**src/rtl/traffic_pkg.sv**
```systemverilog
`default_nettype none
// ============================================================================
//  traffic_pkg
//  Light and phase encodings plus decode / legal-successor helpers for the
//  traffic light monitor.
//  Revision: 1.0
// ============================================================================
package traffic_pkg;

    localparam logic [1:0] c_LIGHT_RED     = 2'b00;
    localparam logic [1:0] c_LIGHT_YELLOW  = 2'b01;
    localparam logic [1:0] c_LIGHT_GREEN   = 2'b10;
    localparam logic [1:0] c_LIGHT_ILLEGAL = 2'b11;

    localparam logic [3:0] c_PH_RST     = 4'h0;
    localparam logic [3:0] c_PH_S0      = 4'h1;
    localparam logic [3:0] c_PH_S1      = 4'h2;
    localparam logic [3:0] c_PH_S2      = 4'h3;
    localparam logic [3:0] c_PH_S3      = 4'h4;
    localparam logic [3:0] c_PH_S4      = 4'h5;
    localparam logic [3:0] c_PH_S5      = 4'h6;
    localparam logic [3:0] c_PH_S6      = 4'h7;
    localparam logic [3:0] c_PH_S7      = 4'h8;
    localparam logic [3:0] c_PH_ALLRED  = 4'h9;
    localparam logic [3:0] c_PH_UNKNOWN = 4'hF;

    // Bus layout is {N,E,S,W}, two bits per direction.
    function automatic logic [3:0] decode_lights(input logic [7:0] lights);
        case (lights)
            8'h55:   return c_PH_RST;
            8'h80:   return c_PH_S0;
            8'h50:   return c_PH_S1;
            8'h20:   return c_PH_S2;
            8'h14:   return c_PH_S3;
            8'h08:   return c_PH_S4;
            8'h05:   return c_PH_S5;
            8'h02:   return c_PH_S6;
            8'h41:   return c_PH_S7;
            8'h00:   return c_PH_ALLRED;
            default: return c_PH_UNKNOWN;
        endcase
    endfunction

    function automatic logic is_timed(input logic [3:0] ph);
        return (ph >= c_PH_S0) && (ph <= c_PH_S7);
    endfunction

    function automatic logic is_legal_step(input logic [3:0] from_ph, input logic [3:0] to_ph);
        if (to_ph == from_ph)                             return 1'b1;
        if (to_ph == c_PH_RST || to_ph == c_PH_ALLRED)    return 1'b1;
        if (from_ph == c_PH_RST && to_ph == c_PH_S0)      return 1'b1;
        if (from_ph == c_PH_S7 && to_ph == c_PH_S0)       return 1'b1;
        if (from_ph >= c_PH_S0 && from_ph < c_PH_S7 && to_ph == from_ph + 4'd1)
            return 1'b1;
        return 1'b0;
    endfunction

endpackage
`default_nettype wire

```
**src/rtl/traffic_light_monitor_dwell_timer.sv**
```systemverilog
`default_nettype none
// ============================================================================
//  traffic_dwell_timer
//  Saturating dwell counter and per-second prescaler, restarted on phase entry.
//  Revision: 1.0
// ============================================================================
module traffic_dwell_timer #(
    parameter int CLKS_PER_SEC = 50_000_000,
    parameter int CNT_W        = 32
) (
    input  logic             clk,
    input  logic             reset,
    input  logic             i_restart,
    input  logic [CNT_W-1:0] i_limit,
    output logic [CNT_W-1:0] o_dwell,
    output logic [4:0]       o_dwell_sec,
    output logic             o_timeout_hit
);

    localparam int               c_PRESC_W    = (CLKS_PER_SEC > 1) ? $clog2(CLKS_PER_SEC) : 1;
    localparam logic [c_PRESC_W-1:0] c_PRESC_LAST = c_PRESC_W'(CLKS_PER_SEC - 1);
    localparam logic [CNT_W-1:0] c_DWELL_MAX  = '1;

    logic [CNT_W-1:0]     r_dwell;
    logic [c_PRESC_W-1:0] r_presc;
    logic [4:0]           r_sec;

    logic [CNT_W-1:0]     w_dwell_base;
    logic [CNT_W-1:0]     w_dwell_inc;
    logic [c_PRESC_W-1:0] w_presc_base;
    logic [4:0]           w_sec_base;

    // A restart behaves as "clear, then count this cycle", so entry gives dwell=1.
    always_comb begin
        w_dwell_base  = i_restart ? '0 : r_dwell;
        w_presc_base  = i_restart ? '0 : r_presc;
        w_sec_base    = i_restart ? '0 : r_sec;
        w_dwell_inc   = w_dwell_base + CNT_W'(1);
        o_timeout_hit = !i_restart && (w_dwell_base != c_DWELL_MAX) && (w_dwell_inc == i_limit);
    end

    always_ff @(posedge clk or negedge reset) begin
        if (!reset) begin
            r_dwell <= '0;
            r_presc <= '0;
            r_sec   <= '0;
        end else begin
            r_dwell <= (w_dwell_base != c_DWELL_MAX) ? w_dwell_inc : w_dwell_base;
            if (w_presc_base == c_PRESC_LAST) begin
                r_presc <= '0;
                r_sec   <= (w_sec_base != 5'd31) ? w_sec_base + 5'd1 : w_sec_base;
            end else begin
                r_presc <= w_presc_base + c_PRESC_W'(1);
                r_sec   <= w_sec_base;
            end
        end
    end

    assign o_dwell     = r_dwell;
    assign o_dwell_sec = r_sec;

endmodule
`default_nettype wire

```
**src/rtl/traffic_light_monitor.sv**
```systemverilog
`default_nettype none
// ============================================================================
//  traffic_light_monitor
//  Decodes the light bus to a phase and flags conflicts, illegal codes,
//  sequence violations and dwell-time errors; counts clean full cycles.
//  Revision: 1.0
// ============================================================================
module traffic_light_monitor
    import traffic_pkg::*;
#(
    parameter int CLKS_PER_SEC = 50_000_000,
    parameter int GREEN_SEC    = 5,
    parameter int YELLOW_SEC   = 1,
    parameter int RST_MAX_SEC  = 25,
    parameter int TOL_CLKS     = 1,
    parameter int CNT_W        = 32
) (
    input  logic       clk,
    input  logic       reset,
    input  logic [7:0] lights,
    input  logic       err_clr,
    output logic [3:0] phase,
    output logic       phase_change,
    output logic [4:0] dwell_sec,
    output logic       err_conflict,
    output logic       err_illegal,
    output logic       err_sequence,
    output logic       err_timing,
    output logic [3:0] err_sticky,
    output logic       cycle_done,
    output logic [7:0] cycle_cnt
);

    localparam logic [CNT_W-1:0] c_GREEN_CLKS   = CNT_W'(longint'(GREEN_SEC) * longint'(CLKS_PER_SEC));
    localparam logic [CNT_W-1:0] c_YELLOW_CLKS  = CNT_W'(longint'(YELLOW_SEC) * longint'(CLKS_PER_SEC));
    localparam logic [CNT_W-1:0] c_GREEN_MIN    = c_GREEN_CLKS - CNT_W'(TOL_CLKS);
    localparam logic [CNT_W-1:0] c_YELLOW_MIN   = c_YELLOW_CLKS - CNT_W'(TOL_CLKS);
    localparam logic [CNT_W-1:0] c_GREEN_LIMIT  = c_GREEN_CLKS + CNT_W'(TOL_CLKS) + CNT_W'(1);
    localparam logic [CNT_W-1:0] c_YELLOW_LIMIT = c_YELLOW_CLKS + CNT_W'(TOL_CLKS) + CNT_W'(1);
    localparam logic [CNT_W-1:0] c_RST_LIMIT    = CNT_W'(longint'(RST_MAX_SEC) * longint'(CLKS_PER_SEC) + 1);

    logic [3:0] r_phase;
    logic       r_phase_change;
    logic       r_err_conflict, r_err_illegal, r_err_sequence, r_err_timing;
    logic [3:0] r_sticky;
    logic       r_first;
    logic       r_timed_out;
    logic       r_clean;
    logic       r_cycle_done;
    logic [7:0] r_cycle_cnt;

    logic [3:0]       w_next;
    logic             w_change, w_legal;
    logic [2:0]       w_n_green;
    logic             w_any_yellow, w_any_illegal;
    logic             w_conflict, w_seq_err, w_early, w_timeout, w_timing, w_any_err;
    logic [CNT_W-1:0] w_min_dwell, w_limit, w_dwell;
    logic             w_timeout_hit;
    logic [3:0]       w_err_vec;

    // Odd phase codes (S0,S2,S4,S6) are the green phases.
    always_comb begin
        w_next        = decode_lights(lights);
        w_change      = (w_next != r_phase);
        w_legal       = is_legal_step(r_phase, w_next);
        w_n_green     = '0;
        w_any_yellow  = 1'b0;
        w_any_illegal = 1'b0;
        for (int i = 0; i < 4; i++) begin
            if (lights[2*i +: 2] == c_LIGHT_GREEN)   w_n_green = w_n_green + 3'd1;
            if (lights[2*i +: 2] == c_LIGHT_YELLOW)  w_any_yellow = 1'b1;
            if (lights[2*i +: 2] == c_LIGHT_ILLEGAL) w_any_illegal = 1'b1;
        end
        w_conflict  = (w_n_green > 3'd1) || ((w_n_green != 3'd0) && w_any_yellow);
        w_seq_err   = w_change && !w_legal;
        w_min_dwell = r_phase[0] ? c_GREEN_MIN : c_YELLOW_MIN;
        w_early     = w_change && w_legal && is_timed(r_phase) && !r_first
                      && !r_timed_out && (w_dwell < w_min_dwell);
        if (is_timed(w_next)) w_limit = w_next[0] ? c_GREEN_LIMIT : c_YELLOW_LIMIT;
        else                  w_limit = c_RST_LIMIT;
        w_timeout   = w_timeout_hit && !r_first && (is_timed(w_next) || w_next == c_PH_RST);
        w_timing    = w_early || w_timeout;
        w_err_vec   = {w_timing, w_seq_err, w_any_illegal, w_conflict};
        w_any_err   = |w_err_vec;
    end

    traffic_dwell_timer #(
        .CLKS_PER_SEC (CLKS_PER_SEC),
        .CNT_W        (CNT_W)
    ) u_dwell_timer (
        .clk           (clk),
        .reset         (reset),
        .i_restart     (w_change),
        .i_limit       (w_limit),
        .o_dwell       (w_dwell),
        .o_dwell_sec   (dwell_sec),
        .o_timeout_hit (w_timeout_hit)
    );

    always_ff @(posedge clk or negedge reset) begin
        if (!reset) begin
            r_phase        <= c_PH_UNKNOWN;
            r_phase_change <= 1'b0;
            r_err_conflict <= 1'b0;
            r_err_illegal  <= 1'b0;
            r_err_sequence <= 1'b0;
            r_err_timing   <= 1'b0;
            r_sticky       <= '0;
            r_first        <= 1'b1;
            r_timed_out    <= 1'b0;
            r_clean        <= 1'b0;
            r_cycle_done   <= 1'b0;
            r_cycle_cnt    <= '0;
        end else begin
            r_phase        <= w_next;
            r_phase_change <= w_change;
            r_err_conflict <= w_conflict;
            r_err_illegal  <= w_any_illegal;
            r_err_sequence <= w_seq_err;
            r_err_timing   <= w_timing;
            r_sticky       <= (err_clr ? 4'b0000 : r_sticky) | w_err_vec;
            // The visit entered straight out of reset is partial, so its exit stays unchecked.
            if (w_change && r_phase != c_PH_UNKNOWN) r_first <= 1'b0;
            if (w_change)       r_timed_out <= 1'b0;
            else if (w_timeout) r_timed_out <= 1'b1;
            r_cycle_done <= 1'b0;
            if (w_change && w_next == c_PH_S0) begin
                if (r_phase == c_PH_S7 && r_clean && !w_any_err) begin
                    r_cycle_done <= 1'b1;
                    r_cycle_cnt  <= r_cycle_cnt + 8'd1;
                end
                r_clean <= !w_any_err;
            end else if (w_any_err) begin
                r_clean <= 1'b0;
            end
        end
    end

    assign phase        = r_phase;
    assign phase_change = r_phase_change;
    assign err_conflict = r_err_conflict;
    assign err_illegal  = r_err_illegal;
    assign err_sequence = r_err_sequence;
    assign err_timing   = r_err_timing;
    assign err_sticky   = r_sticky;
    assign cycle_done   = r_cycle_done;
    assign cycle_cnt    = r_cycle_cnt;

endmodule
`default_nettype wire

```
**config.mk**
```make
export PLATFORM = sky130hd
export DESIGN_NAME = traffic_light_monitor
export DESIGN_NICKNAME = d
export VERILOG_FILES = /design/src/rtl/traffic_pkg.sv /design/src/rtl/traffic_light_monitor_dwell_timer.sv /design/src/rtl/traffic_light_monitor.sv
export SDC_FILE = /design/constraint.sdc
export NUM_CORES = 1
export LEC_CHECK = 0
export ABC_AREA = 0
export ABC_CLOCK_PERIOD_IN_PS = 13400
export CELL_PAD_IN_SITES_DETAIL_PLACEMENT = 1
export CELL_PAD_IN_SITES_GLOBAL_PLACEMENT = 1
export CORE_MARGIN = 2
export CORE_UTILIZATION = 50
export DETAILED_ROUTE_END_ITERATION = 12
export HOLD_SLACK_MARGIN = 0.1
export PLACE_DENSITY = 0.86
export RECOVER_POWER = 100
export SYNTH_ARGS = -nofsm -noshare
export SYNTH_HDL_FRONTEND = slang
export SYNTH_SLANG_ARGS = --single-unit
```
**constraint.sdc**
```tcl
create_clock -name clk -period 13.4 [get_ports clk]
set_input_delay 2.68 -clock clk [delete_from_list [all_inputs] [get_ports clk]]
set_output_delay 2.68 -clock clk [all_outputs]
set_load 0.005 [all_outputs]
```
# After elaboration in Yosys (flattened, before gate mapping)
# Index checks and enable logic that the tools add are counted.
word_totals:
  ff_bits: 88
  out_inout_bits: 27
  inputBits: 11
op_classes:
  muxes: 55
  eq_ne: 32
  magnitude_cmp: 7
  addsub: 8
  n_reduce_logical: 38
  bitwise_logic: 1
ops:
  columns: ["operator", "count"]
  rows:
  - ["2-to-1 mux 32 bit", 2]
  - ["2-to-1 mux 28 bit", 2]
  - ["2-to-1 mux 26 bit", 2]
  - ["2-to-1 mux 1 bit", 40]
  - ["one-hot mux 4 bit (10 select lines)", 1]
  - ["adder 32 x 1 -> 32 bit, second input constant", 1]
  - ["equality test 32 x 31 -> 1 bit", 1]
  - ["< comparator 32 x 28 -> 1 bit", 1]
  - ["inequality test 32 bit, second input constant", 1]
  - ["2-to-1 mux 31 bit", 1]
  - ["adder 26 x 1 -> 26 bit, second input constant", 1]
  - ["equality test 26 bit, second input constant", 1]
  - ["equality test 8 x 7 -> 1 bit, second input constant", 3]
  - ["logical AND 1 bit", 21]
  - ["equality test 2 bit, second input constant", 8]
  - ["2-to-1 mux 5 bit", 3]
  - ["adder 3 x 1 -> 3 bit, second input constant", 3]
  - ["2-to-1 mux 3 bit", 3]
  - ["adder 8 x 1 -> 8 bit, second input constant", 1]
  - ["equality test 2 x 1 -> 1 bit, second input constant", 4]
  - ["equality test 4 bit", 2]
  - ["equality test 4 bit, second input constant", 2]
  - ["equality test 8 x 2 -> 1 bit, second input constant", 1]
  - ["equality test 8 x 3 -> 1 bit, second input constant", 1]
  - ["24 further kinds", 35]

# Logic depth before layout (Yosys ltp)
# Gate-level depths: netlist of the first run.
logic_depth:
  word_depth: 31
  ltp_mapped: 22
  mapped_depth_nobuf: 17

# By module
# Synthesis of the first run repeated with hierarchy kept, for this count alone.
hier_totals:
  hier_cells: 699
  hier_area_um2: 6202.2
modules_own_cells:
  columns: ["mod", "area_each_um2", "cells_per_inst", "n_inst"]
  rows:
  - ["traffic_dwell_timer", 4180.3, 476, 1]
  - ["traffic_light_monitor", 2021.9, 223, 1]

# Worst setup path after synthesis of the first run
# OpenSTA, ideal clock, no wires.
synth_timing:
  path_kind: "in2reg"
  from: "in lights[3]"
  to: "reg r_clean"
  arrival_time_ns: 7.683
  cell_stages: 22
  path_buffers: 5
  t_required_ns: 13.273
  slack_ns: 5.590
  setup_ns: 0.127
  cell_sequence: "buf_2 > or4_1 > nor4_4 > nor4_2 > a21oi_2 > xnor2_1 > and3_1 > buf_2 > clkbuf_1 > and2_1 > ha_1 > buf_2 > nand2_1 > or4_1 > buf_2 > or4_4 > a2111oi_4 > o22ai_1 > nor4_1 > nand4b_1 > o21ai_2 > nor4_1"
synth_between:
  elab_chain_len: 23
synth_lines:
  columns: ["element", "line_no", "rtl"]
  rows:
  - ["start, declared", "traffic_light_monitor.sv:20", "input logic [7:0] lights,"]
  - ["equality test 8 x 7 -> 1 bit, or another cell as far along", "traffic_pkg.sv:29", "case (lights)"]
  - ["one-hot mux 4 bit (10 select lines) *", "traffic_pkg.sv:29", null]
  - ["net w_next[1]", "traffic_light_monitor.sv:52", "logic [3:0] w_next;"]
  - ["branches (longest 17 deep; another with adder 32 x 1 -> 32 bit)", null, null]
  - ["logical OR 1 bit *", "traffic_light_monitor.sv:82", "w_timing = w_early || w_timeout;"]
  - ["net w_timing", "traffic_light_monitor.sv:56", "logic w_conflict, w_seq_err, w_early, w_timeout, w_timing, w_any_err;"]
  - ["OR reduction 4 bit *", "traffic_light_monitor.sv:84", "w_any_err = |w_err_vec;"]
  - ["logical NOT 1 bit", "traffic_light_monitor.sv:132", "r_clean <= !w_any_err;"]
  - ["2-to-1 mux 1 bit", "traffic_light_monitor.sv:127", "if (w_change && w_next == c_PH_S0) begin"]
  - ["end signal, assigned", "traffic_light_monitor.sv:132", null]
  - ["end, declared", "traffic_light_monitor.sv:48", "logic r_clean;"]
# Mark *: on every way through the listed nets, which the timed path passes. The select of a mux whose other input is x is not followed.
# A chain may end at the register's enable or synchronous reset.

# Worst setup path in the final report of the first run
layout_timing:
  from: "in lights[2]"
  to: "reg r_clean"
# The elaborated chain is that of the path after synthesis.

==> qor.csv, run 1 <==
metric;value;unit
initial drt markers;251;
CTS Hold Bufs;0;
critical path type;input port to register;
fillers;1271;
Synth Instances;631;
Final #Nets;681;
Mapped Nets;660;
#FFs+latches synth;88;
WHS Endpoint;cycle_cnt[7]$_DFFE_PN0P_;
final slew viol count;137;
Setup Skew;0.009828;ns
n_diodes;0;
reg2reg start;phase[0]$_DFF_PN1_;
Synth Area in XOR/XNOR;9.744;%
min Tclk post-route;9.691;ns
EDFF count, synth;0;
Hold Vio Cnt, Final;0;
crit path DAT;9.90;ns
Post-Syn Area;5663;um^2
gr ovfl total;0;
PwrDens;107.2;nW/um^2
later-pin clock latency in the skew report;0.36;ns
dominant synthesized flop cell;dfrtp_1;
main combinational cell family by area after synthesis;simple AND/OR/NAND/NOR gates;
Via Count;5107;
Post-Layout Cell Count;797;
share of layout cells above drive strength 1;4.262;%
largest net degree at the start of global routing;56;
initial core utilization;51.78;%
DRC;0;
clock sink count;88;
WHS Path Cells;1;
# setup viols final;0;
ranking of synthesized cells by area;dfrtp_1, xnor2_1, ha_1;
Post-CTS Setup Bufs;0;
CP required;13.60;ns
Synth top area share;36.68;%
CP endpoint kind;register;
Area growth, synth to finish;12.24;%
Post-DRT Antenna Nets;0;
sequential-to-total area share from yosys stat;39.00;%
Core Util, Final;58.12;%
CP max FO;15;
failing checks;capacitance limit, slew limit;
DP HPWL;11220;um
dpl cell area;6105;um^2
worst rel slew slack;-100.1;%
Hold WS;0.4671;ns
die area;12190;um^2
MaxCap Viol Count;3;
first-pass GRT wire length;28150;um
Least-Margin Pin Slew;3.001;ns
Cell variety after synth;67;
Syn. warnings;0;
Pleak;2.601;nW
status;finished with violations;
clk buf depth;2;
synthesized area per cell;8.975;um^2
Cells after DPL;781;
post-synthesis adder-cell area fraction;3.977;%
Worst R2R Path Depth;14;
Simple-Gate Fraction of Synth Area;28.61;%
htree depth;3;
largest area contributor in the netlist;dfrtp_1;
vias per inst;6.408;
fin area;6356;um^2
# rows;38;
die width;110.4;um
Min-Delay Startpoint;cycle_cnt[7]$_DFFE_PN0P_;
r2r setup slk;7.71;ns
clock transition at the registers of the reported paths;0.07;ns
wire per inst;20.73;um
RSZ-0062 raised after global routing;false;
Peak VDD IR;0.07655;mV
crit path launch type;input port;
Period Utilization, post-route;72.32;%
cts repair resizes;0;
vias in the first global route;5532;
Die Ht;110.4;um
fin worst setup slack;3.709;ns
Routed WL;16520;um
DR pass1 iterations;5;
Final TNS setup;0;ns
Compound-Gate Fraction of Synth Area;14.38;%
Max Clock Freq;103.2;MHz
post-synthesis mux area share;0.5745;%
final RePlAce weighted congestion;0.8884;
DP Worst Slack;4.708;ns
core area;10940;um^2
Ports;38;
PortBufs;37;
worst hold-check path type;register to register;
clock root cell;clkbuf_16;
TritonCTS Buffers;9;
Pwr Total;0.6815;mW
initial antenna violation count;0;
fraction of registers with async set/reset;100.0;%
RR Endpoint;r_clean$_DFFE_PN0P_;
CTS tree;yes;
GRT Total Usage;28.11;%
==> Yosys cell counts (9+ instances only) <==
master	instances
buf_2	15
dfrtp_1	83
o21ai_0	19
nor4b_1	9
nand4_1	21
nand2_1	38
nand3_1	36
or4_1	9
and3_1	16
nand2b_1	9
inv_1	17
ha_1	18
nor4_1	21
nor3_1	21
clkbuf_1	14
and2_1	14
xnor2_1	40
xor2_1	23
a21oi_1	42
nor2_1	48
or3_1	13
==> cell families after synthesis <==
family | count (synthesis)
DFF | 88
buffers and inverters | 51
xor gates and xnor gates | 63
and+or+nand+nor | 286
muxes | 3
adders and majority gates | 18
AOI/OAI and AO/OA | 122
==> state kept, by name, summed over array words and instances (netlist names) <==
| register | flops |
|---|---|
| err_sequence | 1 |
| r_clean | 1 |
| u_dwell_timer.r_presc | 26 |
| err_illegal | 1 |
| err_timing | 1 |
| r_first | 1 |
| r_timed_out | 1 |
| phase | 4 |
| u_dwell_timer.o_dwell | 32 |
| u_dwell_timer.o_dwell_sec | 5 |
| cycle_done | 1 |
| err_sticky | 4 |
| cycle_cnt | 8 |
| err_conflict | 1 |
| phase_change | 1 |
==> cells in the final DEF (no fill, tap or decap), drive strengths merged, types with 3 or more instances in the layout <==
cell type      Yosys  final
nand3b             3      3
o21ai             21     21
a21oi             43     43
a41o               3      3
a21o               8      8
a2111oi            3      3
and2              14     14
nor2b              5      5
nor3              23     23
clkinv             0      3
xor2              23     23
dfstp              5      5
a211oi             5      5
o21a               8      8
nand2b             9      9
or4               10     10
dfrtp             83     83
clkdlybuf4s50      0     10
o31ai              3      3
inv               19     21
and4               7      7
nor4b              9      9
nor4              23     23
nand3             36     36
clkbuf            14     14
dlygate4sd3        0     26
nor3b              3      3
nand2             38     38
o211ai             3      3
and3              16     16
a31oi              6      6
nor2              48     48
ha                18     18
xnor2             40     40
nand4             22     22
a41oi              3      3
or3               13     13
==> layout make-up <==
type | count | area (um^2) | share of cell area (%)
clock buffers | 10 | 239.0 | 3.760
repair buffers | 42 | 390.4 | 6.142
well taps | 140 | 175.2 | 2.756
clock inverters | 6 | 73.82 | 1.161
multi-input cells | 492 | 3198 | 50.31
inverters | 19 | 71.32 | 1.122
flip-flops and latches | 88 | 2208 | 34.74
==> power breakdown <==
group	leakage [nW]	switching, mW	internal, mW	total [mW]
registers	1.18	0.0230	0.284	0.307
clock network	0.154	0.119	0.152	0.271
logic	1.27	0.0634	0.0408	0.104
total	2.60	0.205	0.476	0.682
==> layer usage <==
| metal | wire length, um | up-vias | global-route usage, % |
|---|---|---|---|
| met5 | 0 | - | 0 |
| met2 | 8224 | 130 | 47.44 |
| met3 | 722 | 38 | 4.720 |
| met4 | 410 | 0 | 11.58 |
| li1 | - | 2367 | - |
| met1 | 7166 | 2572 | 35.85 |
==> worst max-delay path: stages <==
cell	delay (ns)
dlygate4sd3_1	0.75
or3b_1	0.46
a2111oi_0	1.17
nor4_2	0.20
a21oi_1	0.39
xnor2_1	0.23
and3_1	0.26
and2_0	0.16
ha_1	0.33
nand2_1	0.24
or4_1	0.64
or4_1	0.60
a2111oi_0	0.44
o22ai_1	0.15
nor4_1	0.29
nand4b_1	0.19
o21ai_0	0.58
nor4_1	0.13
==> worst max path at each step <==
stage	start	end	slack, ns	cells after the start
global route	lights[2]	r_clean$_DFFE_PN0P_	3.18	18
finish	lights[2]	r_clean$_DFFE_PN0P_	3.71	18
floorplan	lights[3]	r_clean$_DFFE_PN0P_	5.59	22
detailed placement	lights[4]	r_clean$_DFFE_PN0P_	4.71	18
CTS	lights[4]	r_clean$_DFFE_PN0P_	4.96	18
global placement	lights[4]	r_clean$_DFFE_PN0P_	5.02	18
Note: power is estimated with default switching activity, not from simulation.
==> run 2, diff against run 1 <==
--- a/config.mk
+++ b/config.mk
@@ -6,14 +6,14 @@
 export NUM_CORES = 1
 export LEC_CHECK = 0
 export ABC_AREA = 0
-export ABC_CLOCK_PERIOD_IN_PS = 13400
+export ABC_CLOCK_PERIOD_IN_PS = 9290
 export CELL_PAD_IN_SITES_DETAIL_PLACEMENT = 1
 export CELL_PAD_IN_SITES_GLOBAL_PLACEMENT = 1
 export CORE_MARGIN = 2
-export CORE_UTILIZATION = 50
+export CORE_UTILIZATION = 46
 export DETAILED_ROUTE_END_ITERATION = 12
 export HOLD_SLACK_MARGIN = 0.1
-export PLACE_DENSITY = 0.86
+export PLACE_DENSITY = 0.8
 export RECOVER_POWER = 100
 export SYNTH_ARGS = -nofsm -noshare
 export SYNTH_HDL_FRONTEND = slang
==> constraint.sdc (replaced) <==
create_clock -name clk -period 9.29 [get_ports clk]
set_input_delay 1.858 -clock clk [delete_from_list [all_inputs] [get_ports clk]]
set_output_delay 1.858 -clock clk [all_outputs]
set_load 0.005 [all_outputs]
==> run 2 against run 1 <==
  * The run still ends with capacitance limit, slew limit left
  * Global-route usage fell by 2.0 points
  * Clock skew is 0.0017 ns lower
  * Count of clock-buffer cells in the layout did not move
  * Total power increased by 46%
  * Via count decreased by 1.4%
  * Die area up 8.4%
  * Utilization down 4.9 points
  * Critical endpoint unchanged
==> qor.csv, run 2 (synthesis results as in run 1) <==
metric;value;unit;change
status;finished with violations;;unchanged
failing checks;capacitance limit, slew limit;;unchanged
CTS Hold Bufs;0;;unchanged
die width;115.0;um;was 110.4 um
PortBufs;37;;unchanged
largest net degree at the start of global routing;52;;was 56
die area;13210;um^2;was 12190 um^2
MaxCap Viol Count;3;;unchanged
max reg flops;32;;unchanged
Largest stage delay, worst path;0.75;ns;was 1.17 ns
cts repair resizes;0;;unchanged
Final #Nets;682;;was 681
Period Utilization, post-route;87.13;%;
Ports;38;;unchanged
worst hold-check path type;register to register;;unchanged
DRC;0;;unchanged
initial antenna violation count;0;;unchanged
Routed WL;16320;um;was 16520 um
CP required;9.50;ns;was 13.60 ns
PwrDens;155.9;nW/um^2;was 107.2 nW/um^2
Area growth, synth to finish;12.86;%;was 12.24%
DR pass1 iterations;4;;was 5
clock sink count;88;;unchanged
WHS Path Cells;1;;unchanged
final RePlAce weighted congestion;0.9095;;was 0.8884
crit path to;r_clean$_DFFE_PN0P_;;unchanged
# setup viols final;0;;unchanged
vias in the first global route;5323;;was 5532
first-pass GRT wire length;27370;um;was 28150 um
Crit path depth;18;;unchanged
Die Ht;115.0;um;was 110.4 um
core area;12010;um^2;was 10940 um^2
final slew viol count;91;;was 137
most frequent cells in the layout;dfrtp_1, nor2_1, a21oi_1, xnor2_1, nand2_1;;unchanged
Setup Skew;0.008129;ns;was 0.009828 ns
later-pin clock latency in the skew report;0.35;ns;was 0.36 ns
TritonCTS Buffers;9;;unchanged
DP HPWL;11440;um;was 11220 um
Top delay family on crit path;simple AND/OR/NAND/NOR gates;;unchanged
crit path launch type;input port;;unchanged
Peak VDD IR;0.1235;mV;was 0.07655 mV
Cell Chain, Critical Path;dlygate4sd3_1 > or3b_1 > a2111oi_2 > nor3_1 > o31ai_1 > a41o_1 > and3_1 > and2_0 > ha_1 > nand2_1 > or4_1 > or4_1 > a2111oi_0 > o22ai_1 > nor4_1 > nand4b_1 > o21ai_0 > nor4_1;;was dlygate4sd3_1 > or3b_1 > a2111oi_0 > nor4_2 > a21oi_1 > xnor2_1 > and3_1 > and2_0 > ha_1 > nand2_1 > or4_1 > or4_1 > a2111oi_0 > o22ai_1 > nor4_1 > nand4b_1 > o21ai_0 > nor4_1
clock root cell;clkbuf_16;;unchanged
Hold Vio Cnt, Final;0;;unchanged
wire per inst;20.27;um;was 20.73 um
reg2reg start;phase[0]$_DFF_PN1_;;unchanged
Post-CTS Setup Bufs;0;;unchanged
clock transition at the registers of the reported paths;0.07;ns;about the same
vias per inst;6.253;;was 6.408
CP endpoint kind;register;;unchanged
# rows;40;;was 38
Max Clock Freq;123.5;MHz;
Worst Setup SP;lights[2];;unchanged
worst rel slew slack;-91.39;%;was -100.1%
initial core utilization;47.15;%;was 51.78%
fin area;6391;um^2;was 6356 um^2
Core Util, Final;53.21;%;was 58.12%
r2r setup slk;3.66;ns;was 7.71 ns
gr ovfl total;0;;unchanged
share of layout cells above drive strength 1;4.103;%;was 4.262%
Post-DRT Antenna Nets;0;;unchanged
CTS tree;yes;;unchanged
clk buf depth;2;;unchanged
Least-Margin Pin Slew;2.871;ns;was 3.001 ns
cell at the slowest stage of the critical path;dlygate4sd3_1;;was a2111oi_0
CP max FO;15;;unchanged
initial drt markers;255;;was 251
critical path type;input port to register;;unchanged
n_diodes;0;;unchanged
Pleak;2.603;nW;was 2.601 nW
Via Count;5034;;was 5107
GRT Total Usage;26.13;%;was 28.11%
min Tclk post-route;8.095;ns;
Worst R2R Path Depth;14;;unchanged
htree depth;3;;unchanged
crit path DAT;8.30;ns;was 9.90 ns
RR Endpoint;r_clean$_DFFE_PN0P_;;unchanged
RSZ-0062 raised after global routing;false;;unchanged
dpl cell area;6121;um^2;was 6105 um^2
Final TNS setup;0;ns;unchanged
Cells after DPL;789;;was 781
Buf/Inv on CP;1;;unchanged
commonest non-fill, non-tap cell in the layout;dfrtp_1;;unchanged
Post-Layout Cell Count;805;;was 797
==> run 2: worst min path at each step <==
stage,from,endpoint
finish,cycle_cnt[7]$_DFFE_PN0P_,cycle_cnt[7]$_DFFE_PN0P_
global route,cycle_cnt[7]$_DFFE_PN0P_,cycle_cnt[7]$_DFFE_PN0P_
CTS,cycle_cnt[7]$_DFFE_PN0P_,cycle_cnt[7]$_DFFE_PN0P_
detailed placement,cycle_cnt[7]$_DFFE_PN0P_,cycle_cnt[7]$_DFFE_PN0P_
global placement,cycle_cnt[7]$_DFFE_PN0P_,cycle_cnt[7]$_DFFE_PN0P_
floorplan,r_timed_out$_DFFE_PN0P_,r_timed_out$_DFFE_PN0P_
==> run 2: power by group <==
part / internal (mW) / switching [mW] / leakage [nW]
sequential: 0.409 / 0.0309 / 1.18
combinational: 0.0586 / 0.0898 / 1.27
clock: 0.244 / 0.164 / 0.155
==> run 2: worst register-to-register path: cells and delay by family, from the launching register on <==
kind                       cells  cell delay (ns)
buffers and inverters          1             0.35
and+or+nand+nor                8             2.53
DFF                            1             0.83
xor gates and xnor gates       1             0.34
adders and majority gates      1             0.34
AOI/OAI and AO/OA              3             1.11
==> run 2: layer usage <==
layer	part of all wire, %	track usage [%]	wire length [um]
met3	4.7	6.220	769
met1	44	33.89	7150
met5	0	0	0
met4	1.7	8.514	282
met2	50	43.22	8112
==> run 2: area by class of cell <==
cell class,count,area [um^2]
timing repair buffer,43,394.1
inverter,19,71.32
clock buffer,10,239.0
multi-input combinational,492,3202
tap,147,183.9
clock inverter,6,92.59
sequential,88,2208
fill,1423,5620
==> run 2: metrics by stage <==
| stage | setup WS, ns | power, mW | hold slack [ns] |
|---|---|---|---|
| global route | 0.7083 | 1.040 | 0.5016 |
| detailed placement | 1.320 | 0.5985 | 0.4659 |
| finish | 1.195 | 0.9964 | 0.4616 |
| global placement | 1.713 | 0.5901 | 0.4612 |
| floorplan | 2.302 | 0.5438 | 0.4511 |
| CTS | 1.626 | 1.008 | 0.4747 |
==> run 3, diff against run 2 <==
--- a/config.mk
+++ b/config.mk
@@ -8,13 +8,14 @@
 export ABC_AREA = 0
 export ABC_CLOCK_PERIOD_IN_PS = 9290
 export CELL_PAD_IN_SITES_DETAIL_PLACEMENT = 1
-export CELL_PAD_IN_SITES_GLOBAL_PLACEMENT = 1
+export CELL_PAD_IN_SITES_GLOBAL_PLACEMENT = 2
 export CORE_MARGIN = 2
-export CORE_UTILIZATION = 46
+export CORE_UTILIZATION = 30
 export DETAILED_ROUTE_END_ITERATION = 12
 export HOLD_SLACK_MARGIN = 0.1
-export PLACE_DENSITY = 0.8
+export PLACE_DENSITY = 0.67
 export RECOVER_POWER = 100
+export SKIP_LAST_GASP = 1
 export SYNTH_ARGS = -nofsm -noshare
 export SYNTH_HDL_FRONTEND = slang
 export SYNTH_SLANG_ARGS = --single-unit
==> run 3 against run 2 <==
  * The run still ends with capacitance limit, slew limit left
  * Die area rose by 51%
  * Worst setup slack got worse by 0.12 ns
  * Global-route usage fell by 8.3 points
  * Utilization fell by 18 points
  * Critical path type unchanged
  * Critical endpoint unchanged
==> qor.csv, run 3 (synthesis results as in run 1) <==
metric;value;unit;change
status;finished with violations;;unchanged
failing checks;capacitance limit, slew limit;;unchanged
Final TNS setup;0;ns;unchanged
cell at the slowest stage of the critical path;nor4_1;;was dlygate4sd3_1
clk buf depth;2;;unchanged
die area;19990;um^2;was 13210 um^2
gr ovfl total;0;;unchanged
clock sink count;88;;unchanged
# rows;50;;was 40
PortBufs;37;;unchanged
vias in the first global route;5286;;was 5323
Max Clock Freq;121.7;MHz;was 123.5 MHz
initial antenna violation count;0;;unchanged
worst hold-check path type;register to register;;unchanged
htree depth;3;;unchanged
Via Count;4944;;was 5034
Post-CTS Setup Bufs;0;;unchanged
PwrDens;152.2;nW/um^2;was 155.9 nW/um^2
wl on met1;7805;um;was 7150 um
CTS Hold Bufs;0;;unchanged
GRT Total Usage;17.81;%;was 26.13%
initial drt markers;195;;was 255
initial core utilization;30.38;%;was 47.15%
TritonCTS Buffers;9;;unchanged
Hold Vio Cnt, Final;0;;unchanged
Peak VDD IR;0.1161;mV;was 0.1235 mV
DRC;0;;unchanged
n_diodes;0;;unchanged
DR WL met2;8185;um;was 8112 um
Post-DRT Antenna Nets;0;;unchanged
core area;18640;um^2;was 12010 um^2
Cell Chain, Critical Path;dlygate4sd3_1 > or4_1 > nor4_1 > nor4_1 > a21oi_2 > xnor2_1 > and3_1 > and2_0 > ha_1 > nand2_1 > or4_1 > or4_4 > a2111oi_4 > o22ai_1 > nor4_1 > nand4b_1 > o21ai_2 > nor4_1;;was dlygate4sd3_1 > or3b_1 > a2111oi_2 > nor3_1 > o31ai_1 > a41o_1 > and3_1 > and2_0 > ha_1 > nand2_1 > or4_1 > or4_1 > a2111oi_0 > o22ai_1 > nor4_1 > nand4b_1 > o21ai_0 > nor4_1
clock transition at the registers of the reported paths;0.06;ns;was 0.07 ns
min Tclk post-route;8.219;ns;was 8.095 ns
Least-Margin Pin Slew;2.815;ns;was 2.871 ns
Routed WL;16740;um;was 16320 um
Pleak;2.608;nW;was 2.603 nW
CTS tree;yes;;unchanged
Setup Skew;0.009506;ns;was 0.008129 ns
Area growth, synth to finish;15.07;%;was 12.86%
final slew viol count;91;;unchanged
cts repair resizes;0;;unchanged
CP max FO;11;;was 15
most frequent cells in the layout;dfrtp_1, nor2_1, a21oi_1, xnor2_1, nand2_1;;unchanged
Hold WS;0.4720;ns;was 0.4616 ns
CP required;9.51;ns;was 9.50 ns
die width;141.4;um;was 115.0 um
clock root cell;clkbuf_16;;unchanged
Ports;38;;unchanged
later-pin clock latency in the skew report;0.35;ns;about the same
# setup viols final;0;;unchanged
Largest stage delay, worst path;0.85;ns;was 0.75 ns
metal3 WL;466;um;was 769 um
commonest non-fill, non-tap cell in the layout;dfrtp_1;;unchanged
largest net degree at the start of global routing;51;;was 52
max reg flops;32;;unchanged
worst rel slew slack;-87.66;%;was -91.39%
final RePlAce weighted congestion;0.8137;;was 0.9095
Critical Path Most Common Cell;nor4_1;;
DP HPWL;12170;um;was 11440 um
MaxCap Viol Count;2;;was 3
DR pass1 iterations;5;;was 4
CP endpoint kind;register;;unchanged
critical path type;input port to register;;unchanged
crit path launch type;input port;;unchanged
first-pass GRT wire length;28190;um;was 27370 um
Final #Nets;683;;was 682
share of layout cells above drive strength 1;4.863;%;was 4.103%
wire per inst;18.77;um;was 20.27 um
top layer in use;met4;;unchanged
vias per inst;5.543;;was 6.253
Period Utilization, post-route;88.47;%;was 87.13%
Die Ht;141.4;um;was 115.0 um
crit path DAT;8.44;ns;was 8.30 ns
RSZ-0062 raised after global routing;false;;unchanged
-- run 3: per-stage QoR --
step	std cells	area [um^2]	utilization (%)	power, mW	worst slack (ns)
2_1_floorplan	631	5663	-	0.5438	2.302
6_report	892	6516	34.95	0.9920	1.071
5_1_grt	892	6516	34.95	1.047	0.7324
3_3_place_gp	877	6237	33.46	0.5991	1.593
4_1_cts	892	6558	35.17	1.010	1.793
3_5_place_dp	877	6237	33.46	0.6042	1.432
-- run 3: cell type report --
type,count,area (um^2)
inverter,19,71.32
timing repair buffer,44,405.4
multi-input combinational,492,3218
fill,2165,12130
clock buffer,10,239.0
tap,234,292.8
clock inverter,5,81.33
sequential,88,2208
-- run 3: worst paths after layout --
| check | cells after the start | slack, ns | from | end |
|---|---|---|---|---|
| max in group asynchronous | 2 | 3.61 | reset | u_dwell_timer.r_presc[9]$_DFF_PN0_ |
| worst max register to register | 14 | 3.97 | phase[0]$_DFF_PN1_ | r_clean$_DFFE_PN0P_ |
| worst max-delay path | 18 | 1.07 | lights[7] | r_clean$_DFFE_PN0P_ |
| min in group asynchronous | 1 | 2.14 | reset | u_dwell_timer.o_dwell[28]$_DFF_PN0_ |
| worst min register to register | 1 | 0.47 | cycle_cnt[7]$_DFFE_PN0P_ | cycle_cnt[7]$_DFFE_PN0P_ |
| worst min-delay path | 1 | 0.47 | cycle_cnt[7]$_DFFE_PN0P_ | cycle_cnt[7]$_DFFE_PN0P_ |
-- run 3: metal layers --
layer	vias to the layer above	global-route usage, %
met5	-	0
met4	0	5.211
met3	19	3.949
met2	55	30.40
met1	2508	22.65
li1	2362	-
-- run 3: critical path, delay by kind of cell --
kind            cells  cell delay (ns)
xor+xnor            1             0.21
buf+inv             1             0.70
simple gates       11             4.28
compound gates      4             1.02
fa+ha+maj           1             0.34
-- run 3: where the power goes --
part	internal [mW]	switching [mW]
clock network	0.242	0.160
logic	0.0597	0.0907
registers	0.409	0.0311
total	0.710	0.282
